## config.mk

```make
export PLATFORM = sky130hd
export DESIGN_NAME = instr_prefetch_buf_flat
export DESIGN_NICKNAME = d
export VERILOG_FILES = /design/src/rtl/instr_prefetch_buf_pkg.sv /design/src/rtl/instr_prefetch_buf_if.sv /design/src/rtl/instr_prefetch_buf_fifo.sv /design/src/rtl/instr_prefetch_buf.sv /design/src/flat_wrapper.sv
export SDC_FILE = /design/constraint.sdc
export NUM_CORES = 1
export LEC_CHECK = 0
export CAP_MARGIN = 15
export CORE_MARGIN = 2
export CORE_UTILIZATION = 45
export DETAILED_ROUTE_END_ITERATION = 7
export PLACE_DENSITY = 0.66
export SLEW_MARGIN = 5
export SYNTH_ARGS = -nofsm -noshare
export SYNTH_HDL_FRONTEND = slang
export SYNTH_SLANG_ARGS = --single-unit
```

## constraint.sdc

```tcl
create_clock -name clk_i -period 6.6 [get_ports clk_i]
set_input_delay 0.66 -clock clk_i [delete_from_list [all_inputs] [get_ports clk_i]]
set_output_delay 0.66 -clock clk_i [all_outputs]
set_load 0.02 [all_outputs]
```

## src/rtl/instr_prefetch_buf_pkg.sv

```systemverilog
// Shared types for the instruction prefetch buffer: bus widths, FIFO entry and issue FSM states.
package instr_prefetch_buf_pkg;

    localparam int InstBus     = 32;
    localparam int InstAddrBus = 32;
    localparam int FETCH_STEP  = 4;

    typedef struct packed {
        logic [InstBus-1:0]     instr;
        logic [InstAddrBus-1:0] pc;
    } fetch_entry_t;

    // ISSUE_WAIT: request raised last cycle without a grant; ISSUE_FLUSH: a redirect happened last cycle.
    typedef enum logic [1:0] {
        ISSUE_IDLE  = 2'd0,
        ISSUE_WAIT  = 2'd1,
        ISSUE_FLUSH = 2'd2
    } issue_state_e;

endpackage

```

## src/rtl/instr_prefetch_buf_if.sv

```systemverilog
// Fetch-side signal bundle: control redirects, instruction bus and the if_id valid/ready output.
// Handshakes: a bus request completes when instr_req_o & instr_gnt_i; an if_id entry transfers when valid_o & ready_i.
interface instr_prefetch_buf_if;
    import instr_prefetch_buf_pkg::*;

    logic                   jump_flag_i;
    logic [InstAddrBus-1:0] jump_addr_i;
    logic                   jtag_reset_flag_i;
    logic                   hold_i;
    logic                   instr_req_o;
    logic [InstAddrBus-1:0] instr_addr_o;
    logic                   instr_gnt_i;
    logic                   instr_rvalid_i;
    logic [InstBus-1:0]     instr_rdata_i;
    logic                   valid_o;
    logic                   ready_i;
    logic [InstBus-1:0]     instr_o;
    logic [InstAddrBus-1:0] pc_o;
    issue_state_e           issue_state;

    modport master (
        input  jump_flag_i, jump_addr_i, jtag_reset_flag_i, hold_i,
        input  instr_gnt_i, instr_rvalid_i, instr_rdata_i, ready_i,
        output instr_req_o, instr_addr_o, valid_o, instr_o, pc_o, issue_state
    );

    modport slave (
        output jump_flag_i, jump_addr_i, jtag_reset_flag_i, hold_i,
        output instr_gnt_i, instr_rvalid_i, instr_rdata_i, ready_i,
        input  instr_req_o, instr_addr_o, valid_o, instr_o, pc_o, issue_state
    );

endinterface

```

## src/rtl/instr_prefetch_buf_fifo.sv

```systemverilog
// Synchronous FIFO holding fetched instr/pc pairs; supports simultaneous push/pop when full and a clear.
module prefetch_fifo #(
    parameter int  DEPTH = 4,
    parameter type T     = logic
) (
    input  logic                       clk,
    input  logic                       rst_n,
    input  logic                       clear,
    input  logic                       push,
    input  logic                       pop,
    input  T                           push_data,
    output T                           head,
    output logic                       full,
    output logic                       empty,
    output logic [$clog2(DEPTH+1)-1:0] count
);

    localparam int AW = $clog2(DEPTH);
    localparam int CW = $clog2(DEPTH+1);

    T                mem [DEPTH];
    logic [AW-1:0]   wr_ptr;
    logic [AW-1:0]   rd_ptr;
    logic [CW-1:0]   cnt;
    logic            do_push;
    logic            do_pop;

    assign empty   = (cnt == '0);
    assign full    = (cnt == CW'(DEPTH));
    assign count   = cnt;
    assign head    = mem[rd_ptr];
    assign do_pop  = pop && !empty;
    assign do_push = push && (!full || do_pop);

    always_ff @(posedge clk or negedge rst_n) begin
        if (!rst_n) begin
            wr_ptr <= '0;
            rd_ptr <= '0;
            cnt    <= '0;
        end else if (clear) begin
            wr_ptr <= '0;
            rd_ptr <= '0;
            cnt    <= '0;
        end else begin
            if (do_push) wr_ptr <= wr_ptr + AW'(1);
            if (do_pop)  rd_ptr <= rd_ptr + AW'(1);
            cnt <= cnt + CW'(do_push) - CW'(do_pop);
        end
    end

    always_ff @(posedge clk) begin
        if (do_push && !clear) mem[wr_ptr] <= push_data;
    end

endmodule

```

## src/rtl/instr_prefetch_buf.sv

```systemverilog
// Pipelined instruction fetcher: credit-limited request issue, in-flight address queue, prefetch FIFO.
// Optional FETCH_BYPASS_EN forwards a response straight to if_id when the FIFO is empty and ready_i is high.
module instr_prefetch_buf
    import instr_prefetch_buf_pkg::*;
#(
    parameter int                     DEPTH     = 4,
    parameter int                     MAX_OUT   = 2,
    parameter logic [InstAddrBus-1:0] BOOT_ADDR = '0
) (
    input  logic                  clk_i,
    input  logic                  rst_ni,
    instr_prefetch_buf_if.master  fb
);

    localparam int CW = $clog2(DEPTH+1);
    localparam int OW = $clog2(MAX_OUT+1);
    localparam int QW = (MAX_OUT > 1) ? $clog2(MAX_OUT) : 1;

    logic                   flush, req, fire, accept, bypass, push, pop;
    logic                   fifo_full, fifo_empty;
    logic [CW-1:0]          fifo_count;
    fetch_entry_t           push_entry, head;
    logic [InstAddrBus-1:0] fetch_pc;
    logic [InstAddrBus-1:0] aq [MAX_OUT];
    logic [QW-1:0]          aq_wr, aq_rd;
    logic [OW-1:0]          out_cnt, out_nxt, discard_cnt, discard_nxt;
    issue_state_e           st_q, st_d;

    // A request is only raised when both the bus credit and the FIFO room for its reply are available.
    assign flush  = fb.jtag_reset_flag_i | fb.jump_flag_i;
    assign req    = !fb.hold_i && !flush && !fifo_full && (out_cnt < OW'(MAX_OUT)) &&
                    ((32'(fifo_count) + 32'(out_cnt)) < 32'(DEPTH));
    assign fire   = req & fb.instr_gnt_i;
    assign accept = fb.instr_rvalid_i && (discard_cnt == '0) && !flush;
`ifdef FETCH_BYPASS_EN
    assign bypass = accept && fifo_empty && fb.ready_i;
`else
    assign bypass = 1'b0;
`endif
    assign push       = accept && !bypass;
    assign pop        = fb.ready_i && !fifo_empty;
    assign push_entry = '{instr: fb.instr_rdata_i, pc: aq[aq_rd]};

    prefetch_fifo #(.DEPTH(DEPTH), .T(fetch_entry_t)) u_fifo (
        .clk       (clk_i),
        .rst_n     (rst_ni),
        .clear     (flush),
        .push      (push),
        .pop       (pop),
        .push_data (push_entry),
        .head      (head),
        .full      (fifo_full),
        .empty     (fifo_empty),
        .count     (fifo_count)
    );

    assign fb.instr_req_o  = req;
    assign fb.instr_addr_o = fetch_pc;
    assign fb.valid_o      = !fifo_empty || bypass;
    assign fb.issue_state  = st_q;

    always_comb begin
        fb.instr_o = '0;
        fb.pc_o    = '0;
        if (bypass) begin
            fb.instr_o = fb.instr_rdata_i;
            fb.pc_o    = aq[aq_rd];
        end else if (!fifo_empty) begin
            fb.instr_o = head.instr;
            fb.pc_o    = head.pc;
        end
    end

    // Beats already in flight at a redirect, plus any granted that cycle, must be thrown away.
    assign out_nxt = out_cnt + OW'(fire) - OW'(fb.instr_rvalid_i);

    always_comb begin
        discard_nxt = discard_cnt;
        if (flush)
            discard_nxt = out_nxt;
        else if (fb.instr_rvalid_i && (discard_cnt != '0))
            discard_nxt = discard_cnt - OW'(1);
    end

    always_ff @(posedge clk_i or negedge rst_ni) begin
        if (!rst_ni) begin
            fetch_pc    <= BOOT_ADDR;
            out_cnt     <= '0;
            discard_cnt <= '0;
            aq_wr       <= '0;
            aq_rd       <= '0;
        end else begin
            out_cnt     <= out_nxt;
            discard_cnt <= discard_nxt;
            if (fb.jtag_reset_flag_i)  fetch_pc <= BOOT_ADDR;
            else if (fb.jump_flag_i)   fetch_pc <= fb.jump_addr_i;
            else if (fire)             fetch_pc <= fetch_pc + InstAddrBus'(FETCH_STEP);
            if (fire)
                aq_wr <= (aq_wr == QW'(MAX_OUT-1)) ? '0 : aq_wr + QW'(1);
            if (fb.instr_rvalid_i)
                aq_rd <= (aq_rd == QW'(MAX_OUT-1)) ? '0 : aq_rd + QW'(1);
        end
    end

    always_ff @(posedge clk_i) begin
        if (fire) aq[aq_wr] <= fetch_pc;
    end

    always_ff @(posedge clk_i or negedge rst_ni) begin
        if (!rst_ni) st_q <= ISSUE_IDLE;
        else         st_q <= st_d;
    end

    always_comb begin
        st_d = ISSUE_IDLE;
        if (flush)
            st_d = ISSUE_FLUSH;
        else if (req && !fb.instr_gnt_i)
            st_d = ISSUE_WAIT;
    end

endmodule

```

## src/flat_wrapper.sv

```systemverilog
// flat-port wrapper written by rule: the top's interface ports become plain ports
module instr_prefetch_buf_flat import instr_prefetch_buf_pkg::*;
#(
    parameter int                     DEPTH     = 4,
    parameter int                     MAX_OUT   = 2,
    parameter logic [InstAddrBus-1:0] BOOT_ADDR = '0
)
  (clk_i, rst_ni, fb_jump_flag_i, fb_jump_addr_i, fb_jtag_reset_flag_i, fb_hold_i, fb_instr_gnt_i, fb_instr_rvalid_i, fb_instr_rdata_i, fb_ready_i, fb_instr_req_o, fb_instr_addr_o, fb_valid_o, fb_instr_o, fb_pc_o, fb_issue_state);
  instr_prefetch_buf_if fb_i ();
  input  logic clk_i;
  input  logic rst_ni;
  input wire logic [$bits(fb_i.jump_flag_i)-1:0] fb_jump_flag_i;
  input wire logic [$bits(fb_i.jump_addr_i)-1:0] fb_jump_addr_i;
  input wire logic [$bits(fb_i.jtag_reset_flag_i)-1:0] fb_jtag_reset_flag_i;
  input wire logic [$bits(fb_i.hold_i)-1:0] fb_hold_i;
  input wire logic [$bits(fb_i.instr_gnt_i)-1:0] fb_instr_gnt_i;
  input wire logic [$bits(fb_i.instr_rvalid_i)-1:0] fb_instr_rvalid_i;
  input wire logic [$bits(fb_i.instr_rdata_i)-1:0] fb_instr_rdata_i;
  input wire logic [$bits(fb_i.ready_i)-1:0] fb_ready_i;
  output wire logic [$bits(fb_i.instr_req_o)-1:0] fb_instr_req_o;
  output wire logic [$bits(fb_i.instr_addr_o)-1:0] fb_instr_addr_o;
  output wire logic [$bits(fb_i.valid_o)-1:0] fb_valid_o;
  output wire logic [$bits(fb_i.instr_o)-1:0] fb_instr_o;
  output wire logic [$bits(fb_i.pc_o)-1:0] fb_pc_o;
  output wire logic [$bits(fb_i.issue_state)-1:0] fb_issue_state;
  assign fb_i.jump_flag_i = fb_jump_flag_i;
  assign fb_i.jump_addr_i = fb_jump_addr_i;
  assign fb_i.jtag_reset_flag_i = fb_jtag_reset_flag_i;
  assign fb_i.hold_i = fb_hold_i;
  assign fb_i.instr_gnt_i = fb_instr_gnt_i;
  assign fb_i.instr_rvalid_i = fb_instr_rvalid_i;
  assign fb_i.instr_rdata_i = fb_instr_rdata_i;
  assign fb_i.ready_i = fb_ready_i;
  assign fb_instr_req_o = fb_i.instr_req_o;
  assign fb_instr_addr_o = fb_i.instr_addr_o;
  assign fb_valid_o = fb_i.valid_o;
  assign fb_instr_o = fb_i.instr_o;
  assign fb_pc_o = fb_i.pc_o;
  assign fb_issue_state = fb_i.issue_state;
  instr_prefetch_buf #(.DEPTH(DEPTH), .MAX_OUT(MAX_OUT), .BOOT_ADDR(BOOT_ADDR)) u_core (.clk_i(clk_i), .rst_ni(rst_ni), .fb(fb_i));
endmodule
```

---- Word level (Yosys, flattened, before mapping) ----
Memories as Yosys holds them, arrays and structs flattened.
Cells that the tools add are included.
Widths: inputs -> output; s select.
storage, ports and cells
  register bits ........................... 47
  bits in latches ......................... 0
  bits in writable memories ............... 320
  bits in read-only memories .............. 0
  bits of input ports ..................... 72
  output and inout port bits .............. 100
  word-level logic and storage cells ...... 72
  memories kept ........................... 2
memories
  name               depth  bits a word  read ports  clocked after Yosys merged registers in  wr ports  RTL line                       source
  u_core.u_fifo.mem  4      64           1           0                                        1         instr_prefetch_buf_fifo.sv:21  T mem [DEPTH];
  u_core.aq          2      32           1           0                                        1         instr_prefetch_buf.sv:24       logic [InstAddrBus-1:0] aq [MAX_OUT];
operators by class
  $add $sub $neg .......................... 11
  $mul .................................... 0
  div/mod/pow operators ................... 0
  order comparisons ....................... 2
  eq/ne operators ......................... 1
  shift-type cells ........................ 0
  mux-type cells .......................... 20
  bitwise operators ....................... 2
  reduce and logical (&&, ||, !) cells .... 25
operators by type and width
  cell                   number
  $mux 32                5
  $add 32x3->32 const B  1
  $lt 32x3->1 const B    1
  $mux 2                 7
  $logic_and 1x1->1      12
  $reduce_bool 2->1      4
  $mux 1                 7
  $logic_not 1->1        5
  $add 2x1->2 const B    2
  $add 3x2->4            1
  $add 3x1->3            1
  $eq 3x3->1 const B     1
  $logic_not 3->1        1
  $mux 3                 1
  $reduce_bool 3->1      1
  $sub 3x1->3            1
  $add 1x1->1 const B    2
  $add 2x1->2            1
  $logic_not 2->1        1
  $lt 2x2->1 const B     1
  $sub 2x1->2            1
  $sub 2x1->2 const B    1
  $and 1x1->1            1
  $logic_or 1x1->1       1
  $or 1x1->1             1

---- Longest topological paths before layout ----
Gate-level depths: netlist of run 1.
  depth after elaboration ................. 10
  depth in mapped cells ................... 13
  mapped depth without buffers ............ 13

---- Hierarchy ----
A second synthesis of run 1 with hierarchy kept.
second synthesis, totals
  cells, all modules ...................... 826
  area, all modules ....................... 14926.8 µm²
modules (own cells, without submodules)
  module              times used  cells an instance  area an instance (µm²)  seq. area each (µm²)
  prefetch_fifo       1           379                9718.1                  7862.5
  instr_prefetch_buf  1           447                5208.7                  2922.8

---- Worst setup path before layout of run 1 ----
Ideal clock, no wire load.
  path type ............................... input-to-reg
  from .................................... input fb_jump_flag_i
  to ...................................... memory u_core.u_fifo.mem[0][0] in the netlist's numbering (enable)
  library setup time ...................... 0.429 ns
  arrival time ............................ 3.070 ns
  required time ........................... 6.171 ns
  path slack .............................. 3.102 ns
  stages on the path ...................... 4
  path buffers ............................ 0
  path through ............................ nor2_2 -> clkinv_1 -> nor3_2 -> and2_1
between the ends
  word-level cells in the longest chain between the ends .. 7
ends and longest elaborated chain
  element                           RTL line                                                 source
  start, declared                   flat_wrapper.sv:12                                       input wire logic [$bits(fb_i.jump_flag_i)-1:0] fb_jump_flag_i;
  $or 1x1->1 (*)                    instr_prefetch_buf.sv:30                                 assign flush = fb.jtag_reset_flag_i | fb.jump_flag_i;
  $logic_not 1->1 (*)               instr_prefetch_buf_fifo.sv:52, instr_prefetch_buf.sv:34
  $logic_and 1x1->1                 instr_prefetch_buf.sv:34                                 assign accept = fb.instr_rvalid_i && (discard_cnt == '0) && !flush;
  $logic_and 1x1->1                 instr_prefetch_buf_fifo.sv:33                            assign do_push = push && (!full || do_pop);
  $logic_and 1x1->1 (*)             instr_prefetch_buf_fifo.sv:52                            if (do_push && !clear) mem[wr_ptr] <= push_data;
  $mux 1 (*)                        instr_prefetch_buf_fifo.sv:52
  $mux 1 (implied by the code) (*)  instr_prefetch_buf_fifo.sv:52
  end, declared                     instr_prefetch_buf_fifo.sv:21
Mark *: on every way between the ends. The rest lies on a longest branch, timed or not.

---- Worst setup path in the final report of run 1 ----
  from .................................... register u_core.u_fifo.rd_ptr[0]
  to ...................................... output fb_pc_o[27]
between the ends
  word-level cells in the longest chain between the ends .. 2
ends and longest elaborated chain
  element                 RTL line                       source
  start, declared         instr_prefetch_buf_fifo.sv:23  logic [AW-1:0] rd_ptr;
  start signal, assigned  instr_prefetch_buf_fifo.sv:46  if (do_pop) rd_ptr <= rd_ptr + AW'(1);
  $mem_v2 4x64            n/a
  $mux 32                 instr_prefetch_buf.sv:68       end else if (!fifo_empty) begin
  end, declared           flat_wrapper.sv:24             output wire logic [$bits(fb_i.pc_o)-1:0] fb_pc_o;
No other way between the ends.

==> impl_metrics.yaml, run 1 <==
floorplan:
  rows: 66
  start_util: 0.4545
  fp.dieArea_sq_um: 34160
  die_h_um: 184.8
  core_sq_um: 32370
  die_w_um: 184.8
  ios: 172
setup_path:
  critical-path-slowest-cell: "dfrtp_4"
  timing.rr.start: "u_core.u_fifo.count[2]"
  critPathLaunchType: "flop"
  ff2ff_setup_slack_ns: 3.66
  path_depth: 4
  crit_type: "reg2out"
  r2r_cells: 10
  critPathTopFamily: "buffers and inverters"
  worstPathMaxFanout: 43
  crit_required_ns: 5.94
  crit_chain: "buf_4 -> mux4_2 -> and2_1 -> clkdlybuf4s50_1"
  r2r-end: "u_core.u_fifo.count[2]"
  critPathLaunch: "u_core.u_fifo.rd_ptr[0]"
  slowest_delay_ns: 1.06
  endpoint_kind: "output pin"
  crit_arrival_ns: 3.44
  endpoint: "fb_pc_o[27]"
  crit_buf_inv: 2
clocking:
  worstSkewPairLatency_ns: 0.51
  cts_buffers: 38
  clock_sinks: 367
  postCtsHoldBufs: 0
  clk_pin_slew_ns: 0.06
  clk_path_buf_depth: 3
  post_cts_resized: 0
  cts_root_buffer: "clkbuf_16"
  cts_tree: "yes"
  cts_max_level: 2
  postCtsSetupRepairBufs: 0
route:
  vias_per_cell: 5.383
  drt_iter0_drc: 635
  vias: 7838
  drt-total-wl_um: 30730
  drcViolationCount: 0
  dr.pass1.iters: 5
  wl_per_cell_um: 21.11
  ant_nets: 0
timing:
  max_slew_margin: 0.2991
  hold_viol: 0
  tightestPinTransition_ns: 1.049
  rsz0062_at_grt: "no"
  fin_crit_ns: 4.096
  setup_viol: 0
  period_share: 0.6207
  fin_worst_skew_ns: 0.02117
  drv_slew: 0
  setup_tns_ns: 0
  max_freq_ghz: 0.2441
global_route:
  overflow: 0
  grt_pass1_vias: 8072
  grt_pass1_wl_um: 46580
  antenna_found_initial: 0
  grt_max_degree: 67
  grt.total_usage: 0.1821
cells_and_area:
  diodes: 0
  final_area_sq_um: 18130
  seqCellArea_sq_um: 10790
  fin_nets: 1070
  drive_above_1_share: 0.1746
  multi_input_area_sq_um: 3715
  area_growth_pct: 23.23
  fillers: 2529
logic_synthesis:
  synthCells: 810
  syn_area_sq_um: 14710
  ys_seq_area_frac: 0.7331
  synthArstFlopShare: 0.1281
  synth_nets: 894
  synth.distinct_cells: 52
  syn_avg_cell_area_sq_um: 18.16
  ys_seq_elements: 367
  yosysWarnings: 0
  synthFlopType: "edfxtp_1"
  synth_edf_count: 320
placement:
  place_area_sq_um: 16860
  gp_congestion: 0.8630
  place_hpwl_um: 18140
  port_buffers: 171
hold_path:
  hold_path_class: "in2async"
power:
  p_total_mw: 5.352
  p_leak_nw: 5.957
  power_density_nw_per_um2: 295.2
  vdd_drop_max_uv: 163.1
flow_run:
  cap_violations: 0
outcome:
  status: "completed"
==> cell usage in the layout (no fill, tap or decap), drive strengths merged, types with 3 or more instances in the layout <==
cell | netlist | final
clkinv | 1 | 19
nand3 | 13 | 13
a31oi | 5 | 5
and3 | 9 | 9
and2 | 75 | 75
mux2i | 3 | 3
and4 | 3 | 3
o21ai | 10 | 10
nor2 | 35 | 35
a21oi | 16 | 16
clkbuf | 25 | 41
nand2 | 20 | 20
ha | 11 | 11
a211oi | 12 | 12
dfrtp | 47 | 47
edfxtp | 320 | 320
buf | 16 | 7
nand4 | 13 | 13
mux4 | 64 | 64
nor3 | 9 | 9
xnor2 | 12 | 12
xor2 | 15 | 15
nor4 | 6 | 6
clkdlybuf4s50 | 0 | 170
bufinv | 0 | 5
a22o | 3 | 3
mux2 | 32 | 32
inv | 14 | 16
==> cell usage after synthesis (2+ instances only) <==
master / instances / area, sq um
mux4_2: 64 / 1441
nand2_1: 20 / 75.07
nand3_1: 13 / 65.06
and4_1: 3 / 26.28
o221ai_1: 2 / 17.52
mux2i_1: 3 / 30.03
and3_2: 2 / 15.01
inv_1: 13 / 48.80
buf_2: 10 / 50.05
dfrtp_1: 47 / 1176
and2_1: 75 / 469.2
nor4_4: 2 / 42.54
nor4_1: 4 / 25.02
and3_1: 7 / 43.79
a31oi_1: 5 / 31.28
xor2_1: 15 / 131.4
clkbuf_1: 25 / 93.84
a21oi_1: 16 / 80.08
nand4_1: 12 / 75.07
edfxtp_1: 320 / 9609
nor3_1: 8 / 40.04
nor2_1: 34 / 127.6
ha_1: 11 / 137.6
or3_1: 2 / 12.51
o21ai_0: 9 / 45.04
a221oi_1: 2 / 17.52
buf_1: 5 / 18.77
xnor2_1: 12 / 105.1
mux2_2: 32 / 360.4
a2111oi_0: 2 / 17.52
a211oi_1: 12 / 90.09
a22o_1: 3 / 26.28
==> final cells by class <==
class                           instances  area share
Clock buffer                           41     0.05424
Clock inverter                         27     0.01456
Inverter                               15    0.003243
Multi-Input combinational cell        387      0.2049
Sequential cell                       367      0.5953
Tap cell                              442     0.03050
Timing Repair Buffer                  177     0.09730
==> state kept, by name, summed over array words and instances (netlist names) <==
signal,count
u_core.u_fifo.mem,256
u_core.aq_rd,1
u_core.fb.instr_addr_o,32
u_core.u_fifo.count,3
u_core.aq,64
u_core.u_fifo.wr_ptr,2
u_core.u_fifo.rd_ptr,2
u_core.discard_cnt,2
u_core.out_cnt,2
u_core.fb.issue_state,2
u_core.aq_wr,1
==> worst register-to-register path, cell delays in order (launching register included) <==
cell and delay (ns):
dfrtp_1 0.44, or3_2 0.79, and2_1 0.33, ha_1 0.30
inv_1 0.06, ha_1 0.14, inv_1 0.05, fa_1 0.37
xor2_1 0.17, xnor2_1 0.13, nor2_1 0.05
==> stage by stage <==
stage            util  worst slack [ns]  hold slack, ns  std cells
6_report       0.5601             2.504          0.2520       1456
3_5_place_dp   0.5209             2.342          0.5191       1387
5_1_grt        0.5601             2.219          0.2979       1456
3_3_place_gp   0.5209             2.463          0.5203       1387
4_1_cts        0.5595             2.380          0.2658       1455
2_1_floorplan       -             3.102          0.3644        810
==> cell families after synthesis <==
logic type / Yosys count / share of synthesized area
AOI/OAI and AO/OA: 58 / 0.02594
xor gates and xnor gates: 27 / 0.01607
adders and majority gates: 12 / 0.01072
buffers and inverters: 56 / 0.01582
DFF: 367 / 0.7331
muxes: 99 / 0.1245
and+or+nand+nor: 191 / 0.07390
==> report_power, final <==
| part | switching, mW | total [mW] | internal [mW] | leakage (nW) |
|---|---|---|---|---|
| Sequential | 0.0673 | 2.72 | 2.65 | 3.50 |
| Combinational | 0.273 | 0.518 | 0.245 | 1.84 |
| Clock | 0.840 | 2.11 | 1.27 | 0.614 |
==> how the worst min path moves through the flow <==
stage	start	to	slack, ns	cells after the start
3_3_place_gp	u_core.out_cnt[0]	u_core.out_cnt[0]	0.52	1
4_1_cts	rst_ni	u_core.fb.instr_addr_o[10]	0.27	2
2_1_floorplan	rst_ni	u_core.aq_rd	0.36	0
3_5_place_dp	u_core.out_cnt[0]	u_core.out_cnt[0]	0.52	1
5_1_grt	rst_ni	u_core.fb.issue_state[1]	0.30	2
6_report	rst_ni	u_core.fb.issue_state[1]	0.25	2
==> layer usage <==
layer | vias to the layer above | part of all wire | track usage
met5 | - | 0 | 0
met4 | 0 | 0.016 | 0.04381
met3 | 42 | 0.064 | 0.03460
met2 | 289 | 0.47 | 0.2884
met1 | 3985 | 0.45 | 0.2637
li1 | 3522 | - | -
No activity file was read; power rests on OpenSTA's default activity.
==> inputs of run 2 (changes only) <==
clock period = 3.9 ns   (was 6.6 ns; I/O delays follow)
==> impl_metrics.yaml, run 2 (synthesized netlist as in run 1, its figures left out) <==
timing:
  rsz0062_at_grt: "no"
  drv_slew: 0
  setup_tns_ns: 0
  hold_viol: 0
  max_slew_margin: 0.3733
  hold_slack_ns: 0.4521
  tightestPinTransition_ns: 0.9390
  period_share: 0.8257
  fin_worst_skew_ns: 0.01351
  setup_viol: 0
  fin_crit_ns: 3.220
  max_freq_ghz: 0.3106
global_route:
  grt.total_usage: 0.1836
  antenna_found_initial: 1
  overflow: 0
  grt_pass1_wl_um: 47180
  grt_max_degree: 66
  grt_pass1_vias: 8147
cells_and_area:
  drive_above_1_share: 0.1808
  final_util: 0.5668
  layout_commonest_cell: "edfxtp_1"
  fillers: 2528
  area_growth_pct: 24.70
  fin_nets: 1086
  fin_cells: 1472
  largest-register: "u_core.u_fifo.mem"
  largest_reg_flops: 256
  final_cell_mix: "edfxtp_1, clkdlybuf4s50_1, and2_1, mux4_2, dfrtp_1"
flow_run:
  cap_violations: 0
route:
  vias_per_cell: 5.352
  drt_iter0_drc: 541
  drt-total-wl_um: 30770
  route.met3.wl_um: 2015
  wl_met1_um: 13660
  wl_per_cell_um: 20.90
  drcViolationCount: 0
  dr.pass1.iters: 4
  ant_nets: 0
  wl_met2_um: 14570
  vias: 7878
  top_layer_used: "met4"
setup_path:
  crit_required_ns: 3.51
  endpoint_kind: "output pin"
  worstPathMaxFanout: 24
  crit_arrival_ns: 2.83
  crit_type: "reg2out"
  critPathLaunchType: "flop"
clocking:
  cts_root_buffer: "clkbuf_16"
  cts_buffers: 39
  worstSkewPairLatency_ns: 0.51
  cts_tree: "yes"
  clock_sinks: 367
  cts_max_level: 2
  clk_path_buf_depth: 3
  clk_pin_slew_ns: 0.06
hold_path:
  hold_path_class: "in2reg"
placement:
  place_hpwl_um: 19030
  port_buffers: 171
  dp_cells: 1402
  gp_congestion: 0.8517
power:
  power.internal_mw: 7.132
  clkPwrFrac: 0.398
  power_frac_seq: 0.503
  p_leak_nw: 6.049
  p_sw_mw: 1.981
  power_density_nw_per_um2: 496.7
  vdd_drop_max_uv: 312.8
  combPwrFrac: 0.099
  p_sw_frac: 0.2173
floorplan:
  rows: 66
  ios: 172
  die_w_um: 184.8
  start_util: 0.4545
  fp.dieArea_sq_um: 34160
  die_h_um: 184.8
  core_sq_um: 32370
outcome:
  status: "completed"
run 2: cell count changes in the layout (fill, tap and decap cells not counted), sizes merged:
cell and delta:
bufinv -1, dlygate4sd3 +1, clkinv -10, buf +14
clkbuf +12, diode +1, inv -1
run 2: repair_timing:
item,4_1_cts,5_1_grt
hold buffers,1,0
endpoints found under the hold margin,32,0
setup buffers,0,0
resized for setup,0,0
run 2: path summary, 6_finish.rpt:
path | startpoint | end | slack, ns | depth (start not counted)
min in group asynchronous | rst_ni | u_core.fb.issue_state[1] | 0.51 | 2
max in group asynchronous | rst_ni | u_core.u_fifo.rd_ptr[1] | 2.64 | 3
max reg2reg | u_core.out_cnt[1] | u_core.aq[1][31] | 1.21 | 5
max | u_core.u_fifo.rd_ptr[0] | fb_pc_o[23] | 0.68 | 4
min | fb_jump_addr_i[18] | u_core.fb.instr_addr_o[18] | 0.45 | 3
min reg2reg | u_core.aq_rd | u_core.aq_rd | 0.46 | 1
run 2: critical path: stages (launching register included):
cell and delay [ns]:
dfrtp_4 0.73, buf_12 0.30, mux4_2 0.56, and2_1 0.18, clkdlybuf4s50_1 0.53
run 2: routing by layer:
metal	up-vias	track usage
met5	-	0
met4	0	0.04508
li1	3548	-
met2	258	0.2908
met1	4037	0.2621
met3	35	0.03972
run 2: layout make-up:
| class | instances | area (sq um) | share of cell area |
|---|---|---|---|
| Antenna cell | 1 | 2.502 | 0.0001364 |
| Clock buffer | 53 | 1091 | 0.05947 |
| Clock inverter | 15 | 178.9 | 0.009752 |
| Inverter | 15 | 58.81 | 0.003205 |
| Multi-Input combinational cell | 387 | 3715 | 0.2025 |
| Sequential cell | 367 | 10790 | 0.5883 |
| Tap cell | 442 | 553.0 | 0.03014 |
| Timing Repair Buffer | 192 | 1954 | 0.1065 |
run 2: stage by stage:
step	worst slack (ns)	instance area, sq um	power, mW
3_3_place_gp	0.8596	17060	5.562
4_1_cts	0.6011	18340	9.215
6_report	0.6799	18350	9.113
5_1_grt	0.5183	18340	9.449
2_1_floorplan	0.6717	14710	5.177
3_5_place_dp	0.8075	17060	5.573
run 2: power groups by stage:
stage / logic (mW) / clock network, mW / registers, mW
6_report: 0.903 / 3.63 / 4.58
5_1_grt: 0.985 / 3.87 / 4.60
4_1_cts: 0.917 / 3.71 / 4.58
3_5_place_dp: 0.911 / 0 / 4.66
3_3_place_gp: 0.901 / 0 / 4.66
2_1_floorplan: 0.526 / 0 / 4.65
